**src/rtl/riscv_memory_arbiter.sv**
```systemverilog
// riscv_memory_arbiter: shares one memory port between an instruction cache
// (port 0) and a data cache (port 1), with one transaction outstanding at a time.
// Port 1 wins ties by default. Each port has a starve counter, and a port whose
// counter reaches STARVE_LIMIT wins the next arbitration. If both ports are at
// the limit, port 0 wins.
// Optional macro RISCV_ARBITER_ROUND_ROBIN_EN replaces fixed priority with a
// last-winner register. On a tie, the port that did not win last gets the grant.
module riscv_memory_arbiter #(
  parameter int STARVE_LIMIT = 8
) (
  input  logic        clock,
  input  logic        reset,
  input  logic [31:0] p0_address,
  input  logic        p0_read,
  input  logic        p0_write,
  input  logic [31:0] p0_out,
  output logic [31:0] p0_in,
  output logic        p0_ready,
  output logic [31:0] p0_address_requested,
  input  logic [31:0] p1_address,
  input  logic        p1_read,
  input  logic        p1_write,
  input  logic [31:0] p1_out,
  output logic [31:0] p1_in,
  output logic        p1_ready,
  output logic [31:0] p1_address_requested,
  output logic [31:0] memory_address,
  output logic        memory_read,
  output logic        memory_write,
  output logic [31:0] memory_out,
  input  logic [31:0] memory_in,
  input  logic        memory_ready,
  input  logic [31:0] memory_address_requested
);

  typedef enum logic [1:0] {IDLE = 2'd0, BUSY0 = 2'd1, BUSY1 = 2'd2} state_t;

  localparam logic [7:0] LIMIT = 8'(STARVE_LIMIT);

  state_t     r_state;
  state_t     w_next_state;
  logic [7:0] r_starve0;
  logic [7:0] r_starve1;
  logic       w_req0, w_req1;
  logic       w_pend0, w_pend1;
  logic       w_arb;
  logic       w_done0, w_done1;
  logic       w_force0, w_force1;
  logic       w_grant0, w_grant1;

  // Saturating starve count: cleared on grant or when the port is not waiting.
  function automatic logic [7:0] starve_next(input logic pend, input logic grant,
                                             input logic [7:0] cnt);
    if (!pend || grant) return 8'd0;
    else if (cnt >= LIMIT) return LIMIT;
    else return cnt + 8'd1;
  endfunction

  assign w_req0 = p0_read | p0_write;
  assign w_req1 = p1_read | p1_write;
  // The owner's held request is never pending. This also excludes the owner in
  // its own completion cycle.
  assign w_pend0  = w_req0 && (r_state != BUSY0);
  assign w_pend1  = w_req1 && (r_state != BUSY1);
  // Gating with reset keeps every output at 0 while reset is asserted.
  assign w_arb    = reset && ((r_state == IDLE) || memory_ready);
  assign w_done0  = reset && (r_state == BUSY0) && memory_ready;
  assign w_done1  = reset && (r_state == BUSY1) && memory_ready;
  assign w_force0 = w_pend0 && (r_starve0 >= LIMIT);
  assign w_force1 = w_pend1 && (r_starve1 >= LIMIT);

`ifdef RISCV_ARBITER_ROUND_ROBIN_EN
  logic r_last;  // 1 when port 1 won the most recent grant

  // Remember the last winner so that ties alternate.
  always_ff @(posedge clock or negedge reset) begin
    if (!reset) r_last <= 1'b1;
    else if (w_grant0 || w_grant1) r_last <= w_grant1;
  end
`endif

  // Grant selection: starve override first, then the tie rule.
  always_comb begin
    w_grant0 = 1'b0;
    w_grant1 = 1'b0;
    if (w_arb) begin
      if (w_force0) w_grant0 = 1'b1;
      else if (w_force1) w_grant1 = 1'b1;
      else if (w_pend0 && w_pend1) begin
`ifdef RISCV_ARBITER_ROUND_ROBIN_EN
        if (r_last) w_grant0 = 1'b1;
        else w_grant1 = 1'b1;
`else
        w_grant1 = 1'b1;
`endif
      end
      else if (w_pend1) w_grant1 = 1'b1;
      else if (w_pend0) w_grant0 = 1'b1;
    end
  end

  // State register.
  always_ff @(posedge clock or negedge reset) begin
    if (!reset) r_state <= IDLE;
    else r_state <= w_next_state;
  end

  // Next state, one-cycle issue strobes and response routing.
  always_comb begin
    w_next_state         = r_state;
    memory_address       = 32'd0;
    memory_out           = 32'd0;
    memory_read          = 1'b0;
    memory_write         = 1'b0;
    p0_ready             = w_done0;
    p1_ready             = w_done1;
    p0_in                = 32'd0;
    p1_in                = 32'd0;
    p0_address_requested = 32'd0;
    p1_address_requested = 32'd0;
    if (w_done0) begin
      p0_in                = memory_in;
      p0_address_requested = memory_address_requested;
    end
    if (w_done1) begin
      p1_in                = memory_in;
      p1_address_requested = memory_address_requested;
    end
    if (w_grant0) begin
      w_next_state   = BUSY0;
      memory_address = p0_address;
      memory_out     = p0_out;
      memory_write   = p0_write;
      memory_read    = p0_read && !p0_write;
    end else if (w_grant1) begin
      w_next_state   = BUSY1;
      memory_address = p1_address;
      memory_out     = p1_out;
      memory_write   = p1_write;
      memory_read    = p1_read && !p1_write;
    end else if (w_done0 || w_done1) begin
      w_next_state = IDLE;
    end
  end

  // Starve counters for both ports.
  always_ff @(posedge clock or negedge reset) begin
    if (!reset) begin
      r_starve0 <= 8'd0;
      r_starve1 <= 8'd0;
    end else begin
      r_starve0 <= starve_next(w_pend0, w_grant0, r_starve0);
      r_starve1 <= starve_next(w_pend1, w_grant1, r_starve1);
    end
  end

endmodule

```
**config.mk**
```make
export PLATFORM = sky130hd
export DESIGN_NAME = riscv_memory_arbiter
export DESIGN_NICKNAME = d
export VERILOG_FILES = /design/src/rtl/riscv_memory_arbiter.sv
export SDC_FILE = /design/constraint.sdc
export NUM_CORES = 1
export LEC_CHECK = 0
export CAP_MARGIN = 40
export CORE_AREA = 8 8 148 150
export CTS_BUF_LIST = sky130_fd_sc_hd__clkbuf_16
export DETAILED_ROUTE_END_ITERATION = 16
export DIE_AREA = 0 0 156 158
export PLACE_DENSITY = 0.57
export SLEW_MARGIN = 5
export SYNTH_ARGS = -nofsm -noshare
export SYNTH_HDL_FRONTEND = slang
export SYNTH_SLANG_ARGS = --single-unit
```
**constraint.sdc**
```tcl
create_clock -name clock -period 3.8 [get_ports clock]
set_input_delay 1.14 -clock clock [delete_from_list [all_inputs] [get_ports clock]]
set_output_delay 1.14 -clock clock [all_outputs]
set_load 0.01 [all_outputs]
```
==> results.txt, run 1 <==
Top FF cell, synth: dfrtp_1
r2r endpoint: r_state[1]
RR Startpoint: r_state[0]
Antenna Cells: 0
synthesized area per cell: 6.70 um^2
utilization after layout: 37.9%
hold endpoint: r_starve0[0]
first-pass GRT wire length: 31.7 mm
CORE AREA: 0.0197 mm^2
Design Area, Final: 0.00747 mm^2
count leader, synth: and2_1
Reg clk slew, reported paths: 0.04 ns
switching power share of the total: 45.8%
Max VDD drop: 0.147 mV
Req. time, crit path: 2.66 ns
Leakage Power: 3.62 nW
Synth-to-Final Area Change: 160%
1st-iter DRT viols: 171
R2R setup slack: 1.85 ns
Post-synth EDFFs: 0
Comb pwr share: 86.7%
outcome: completed
Port Buffers: 394
Yosys reg bits: 10
clock network power share: 7.5%
GP Congestion: 0.814
total CTS buffers: 3
clk_lat worst skew: 0.23 ns
Die Area: 0.0246 mm^2
main area contributors after synthesis: and2_1 (28%), o211ai_1 (17%), nand3_2 (14%), a21oi_1 (12%), dfrtp_1 (8.7%)
Root Buffer: clkbuf_16
startpoint types: input pin
Worst R2R Path Depth: 8
WL/cell: 20.2 um
Final Hold Viols: 0
Netlist Area Pre-Place: 0.00287 mm^2
crit path DAT: 2.63 ns
Initial Util: 14.6%
antenna viol nets, final: 0
clk sink count: 10
HP Class: flip-flop to flip-flop
Yosys top cell by area: and2_1
hold_buf cts: 0
final cycle utilization of the critical path: 99.1%
largest net degree at the start of global routing: 45
vias in the first global route: 5133
Die H: 158 um
cells after synthesis: 429
CTS tree: built
routed vias/inst: 4.32
Worst Skew: 0.00111 ns
Pins Over Slew Limit: 0
hold path start: r_starve0[0]
initial antenna violation count: 0
Die X: 156 um
fraction of registers with async set/reset: 100%
maxcap violations: 0
1st-pass router iterations: 4
setup violators final: 0
Critical Path Fanout Max: 11
final wirelength: 22.2 mm
DR DRC count: 0
Crit Path Class: input pin to output pin
P_int: 1.32 mW
pwr/cell area: 325 mW/mm^2
fmax: 266 MHz
GRT overflow: 0
num rows: 52
sequential share of the synthesized area: 8.71%
Top Ports: 395
Net Switching: 1.11 mW
Place WS: -0.495 ns
Reg power frac: 5.8%
GRT Overall Usage: 16.7%
hold-critical path depth: 1
Final min period: 3.77 ns
Post-DP Area: 0.00732 mm^2
share of the synthesized area in the top cell type: 27.9%
Fillers: 2116
Clock Tree Buf Depth: 2
Worst Setup End Kind: output pin
min setup slack post-route: 0.0349 ns
Unique masters post-synth: 28
post-DP HPWL: 16.8 mm
top cells by count, synth: and2_1 (128), a21oi_1 (67), o211ai_1 (66), clkbuf_1 (43), nand3_2 (40)
vias: 4752
Ys Warns: 0
H-Tree Depth: 1
fin nets: 1031
share of cells above drive strength 1: 21.1%
==> cells by family (layout without fill, tap and decap cells) <==
| logic type | Yosys count | in the layout | synth area share, % |
|---|---|---|---|
| xor+xnor | 1 | 1 | 0.305 |
| buf+inv | 62 | 459 | 9.54 |
| fa+ha+maj | 2 | 2 | 0.871 |
| other cells | 1 | 4 | 0.131 |
| compound gates | 140 | 140 | 30.5 |
| simple gates | 213 | 213 | 50.0 |
| flops | 10 | 10 | 8.71 |
==> timing repair <==
item / CTS / global route
pin swaps: 5 / 4
resized for setup: 364 / 35
endpoints found under the setup margin: 193 / 44
gates cloned: 10 / 0
setup buffers: 15 / 2
==> power by group through the flow <==
stage	Combinational [mW]	Clock (mW)	Sequential, mW
floorplan	0.919	0	0.136
global placement	2.04	0	0.141
detailed placement	2.04	0	0.141
CTS	2.15	0.188	0.140
global route	2.27	0.194	0.143
finish	2.11	0.183	0.140
==> through the flow <==
stage	hold slack [ns]	total power [mW]	setup TNS (ns)	std cells
floorplan	0.455	1.06	0	432
detailed placement	0.496	2.18	-58.61	1070
global route	0.540	2.61	-0.0650	1099
CTS	0.499	2.48	-0.528	1099
finish	0.490	2.43	0	1099
global placement	0.482	2.18	-57.98	1070
==> layout make-up <==
| type | instances | area (um^2) | area share, % |
|---|---|---|---|
| Clock inverter | 1 | 3.75 | 0.0502 |
| Tap cell | 270 | 338 | 4.52 |
| Timing Repair Buffer | 450 | 4360 | 58.4 |
| Inverter | 5 | 18.8 | 0.251 |
| Sequential cell | 10 | 250 | 3.35 |
| Clock buffer | 3 | 75.1 | 1.00 |
| Multi-Input combinational cell | 360 | 2420 | 32.4 |
==> worst max-delay path, cell delays in order <==
cell             delay [ns]
clkdlybuf4s15_2        0.19
nor2_2                 0.06
or4_4                  0.53
buf_12                 0.18
buf_16                 0.14
nand3_1                0.08
a21oi_1                0.06
clkdlybuf4s15_2        0.24
==> worst max path at each step <==
stage	startpoint	endpoint	slack, ns	cells past startpoint
6_report	p1_write	memory_out[2]	0.03	8
5_1_grt	memory_ready	p1_in[10]	-0.01	6
4_1_cts	memory_ready	p1_address_requested[18]	-0.18	5
3_5_place_dp	p1_read	memory_address[17]	-0.50	7
3_3_place_gp	p1_read	memory_out[8]	-0.51	7
2_1_floorplan	p0_write	memory_address[10]	0.33	6
==> cells in the final DEF, fill, tap and decap left out, types with 3 or more instances in the layout <==
cell               n
buf_2             41
buf_16             9
nor2_1             5
nand3_1           24
and2_1           128
conb_1             4
clkbuf_2          13
nand3_2           42
dfrtp_1           10
clkbuf_16          3
a21oi_1           66
clkdlybuf4s15_1    5
clkdlybuf4s50_1  193
dlymetal6s2s_1     3
nor2_4             3
dlygate4sd2_1    130
buf_12            16
inv_1              5
clkdlybuf4s15_2    6
buf_4             24
buf_6              8
o211ai_1          66
==> registers in the layout, indices dropped and copies added, names as in the netlist <==
name / count
r_starve0: 8
r_state: 2
==> layer usage <==
| layer | wire length [um] | track usage, % | vias up |
|---|---|---|---|
| met2 | 11200 | 31.3 | 250 |
| met1 | 8270 | 17.6 | 2159 |
| met3 | 2210 | 5.84 | 16 |
| met4 | 492 | 3.65 | 0 |
| li1 | - | - | 2327 |
| met5 | 0 | 0 | - |
Note: power is estimated with default switching activity, not from simulation.
==> inputs of run 2 (changes only) <==
TNS_END_PERCENT = 5   (was unset)
==> results.txt, run 2 (same netlist as run 1, synthesis figures left out) <==
Req. time, crit path: 2.66 ns
largest net degree at the start of global routing: 67
Top Ports: 395
GP Congestion: 0.814
final wirelength: 21.5 mm
Critical Path Fanout Max: 9
Worst Skew: 0.00114 ns
Reg clk slew, reported paths: 0.04 ns
Max VDD drop: 0.163 mV
GRT Overall Usage: 15.6%
Pwr Total: 2.38 mW
area of the multi-input gates: 0.00242 mm^2
fmax: 268 MHz
share of cells above drive strength 1: 22.5%
CTS tree: built
post-route insts no fill: 1087
final cycle utilization of the critical path: 98.0%
crit-path cells: dlygate4sd2_1 -> nor2_2 -> or4_4 -> buf_12 -> buf_12 -> nand3_1 -> a21oi_1 -> clkdlybuf4s15_2
1st-pass router iterations: 4
fin nets: 1018
GRT overflow: 0
delay-heaviest family, CP: buffers and inverters
first-pass GRT wire length: 30.0 mm
startpoint types: input pin
Die Area: 0.0246 mm^2
Die H: 158 um
Port Buffers: 394
HP Class: flip-flop to flip-flop
Leakage Power: 3.46 nW
max FFs per register: 8
most frequent cells in the layout: clkdlybuf4s50_1 (192), and2_1 (128), dlygate4sd2_1 (104)
vias in the first global route: 4929
hold_buf cts: 0
RSZ-0062 raised after global routing: false
CORE AREA: 0.0197 mm^2
maxcap violations: 0
Biggest register: r_starve0
Fillers: 2135
Die X: 156 um
outcome: completed
Critical Path Max Stage Delay: 0.46 ns
Pins Over Slew Limit: 0
num rows: 52
WL/cell: 19.8 um
Root Buffer: clkbuf_16
clk_lat worst skew: 0.23 ns
Final Hold Viols: 0
clk sink count: 10
worst path bufs/invs: 4
Final min period: 3.73 ns
crit path DAT: 2.59 ns
setup violators final: 0
Place WS: -0.495 ns
1st-iter DRT viols: 204
hold_ws: 0.492 ns
pwr/cell area: 328 mW/mm^2
setup TNS: 0 ns
routed vias/inst: 4.32
Synth-to-Final Area Change: 153%
registers with the most flip-flops: r_starve0 x8, r_state x2
DR DRC count: 0
Initial Util: 14.6%
antenna viol nets, final: 0
Inst Count DP: 1070
commonest non-fill, non-tap cell in the layout: clkdlybuf4s50_1
initial antenna violation count: 2
total CTS buffers: 3
vias: 4700
Clock Tree Buf Depth: 2
CP max stage cell: or4_4
register area: 250 um^2
H-Tree Depth: 1
Worst Setup End Kind: output pin
post-DP HPWL: 16.8 mm
cell repeated most along the worst path: buf_12
min setup slack post-route: 0.0742 ns
Crit Path Class: input pin to output pin
run 2: cell type report:
class | count | area share [%]
repair buffers | 437 | 57.2
multi-input cells | 360 | 33.3
well taps | 270 | 4.66
flip-flops and latches | 10 | 3.45
clock buffers | 3 | 1.03
inverters | 5 | 0.259
clock inverters | 1 | 0.0517
diodes | 1 | 0.0345
run 2: worst paths after layout:
check / startpoint / endpoint / slack, ns / depth (start not counted)
setup / recovery: p1_write / memory_address[31] / 0.07 / 8
hold / removal: r_starve0[0] / r_starve0[0] / 0.49 / 1
setup reg to reg: r_starve0[4] / r_state[0] / 1.95 / 5
hold reg to reg: r_starve0[0] / r_starve0[0] / 0.49 / 1
max in group asynchronous: reset / r_starve0[0] / 2.63 / 2
min in group asynchronous: reset / r_state[0] / 1.04 / 2
run 2: report_power, final:
group          internal (mW)  switching, mW
Combinational           1.02           1.04
Sequential             0.125         0.0151
Clock                  0.138         0.0449
run 2: through the flow:
| stage | utilization (%) | instance area (um^2) |
|---|---|---|
| 6_report | 36.8 | 7250 |
| 5_1_grt | 36.8 | 7250 |
| 4_1_cts | 36.4 | 7170 |
| 3_5_place_dp | 37.1 | 7320 |
| 3_3_place_gp | 37.1 | 7320 |
| 2_1_floorplan | - | 2880 |
run 2: what timing repair did:
item                                    4_1_cts  5_1_grt
endpoints found under the hold margin         0        0
gates resized for setup                     390       50
setup buffers                                 3        2
pin swaps                                     2        1
endpoints found under the setup margin      193       80
gates cloned                                  3        4
run 2: layer usage:
| layer | global-route usage [%] | part of all wire [%] | up-vias |
|---|---|---|---|
| met3 | 6.09 | 9.7 | 14 |
| met5 | 0 | 0 | - |
| li1 | - | - | 2306 |
| met4 | 2.08 | 1.5 | 0 |
| met1 | 16.6 | 38 | 2129 |
| met2 | 29.0 | 51 | 251 |
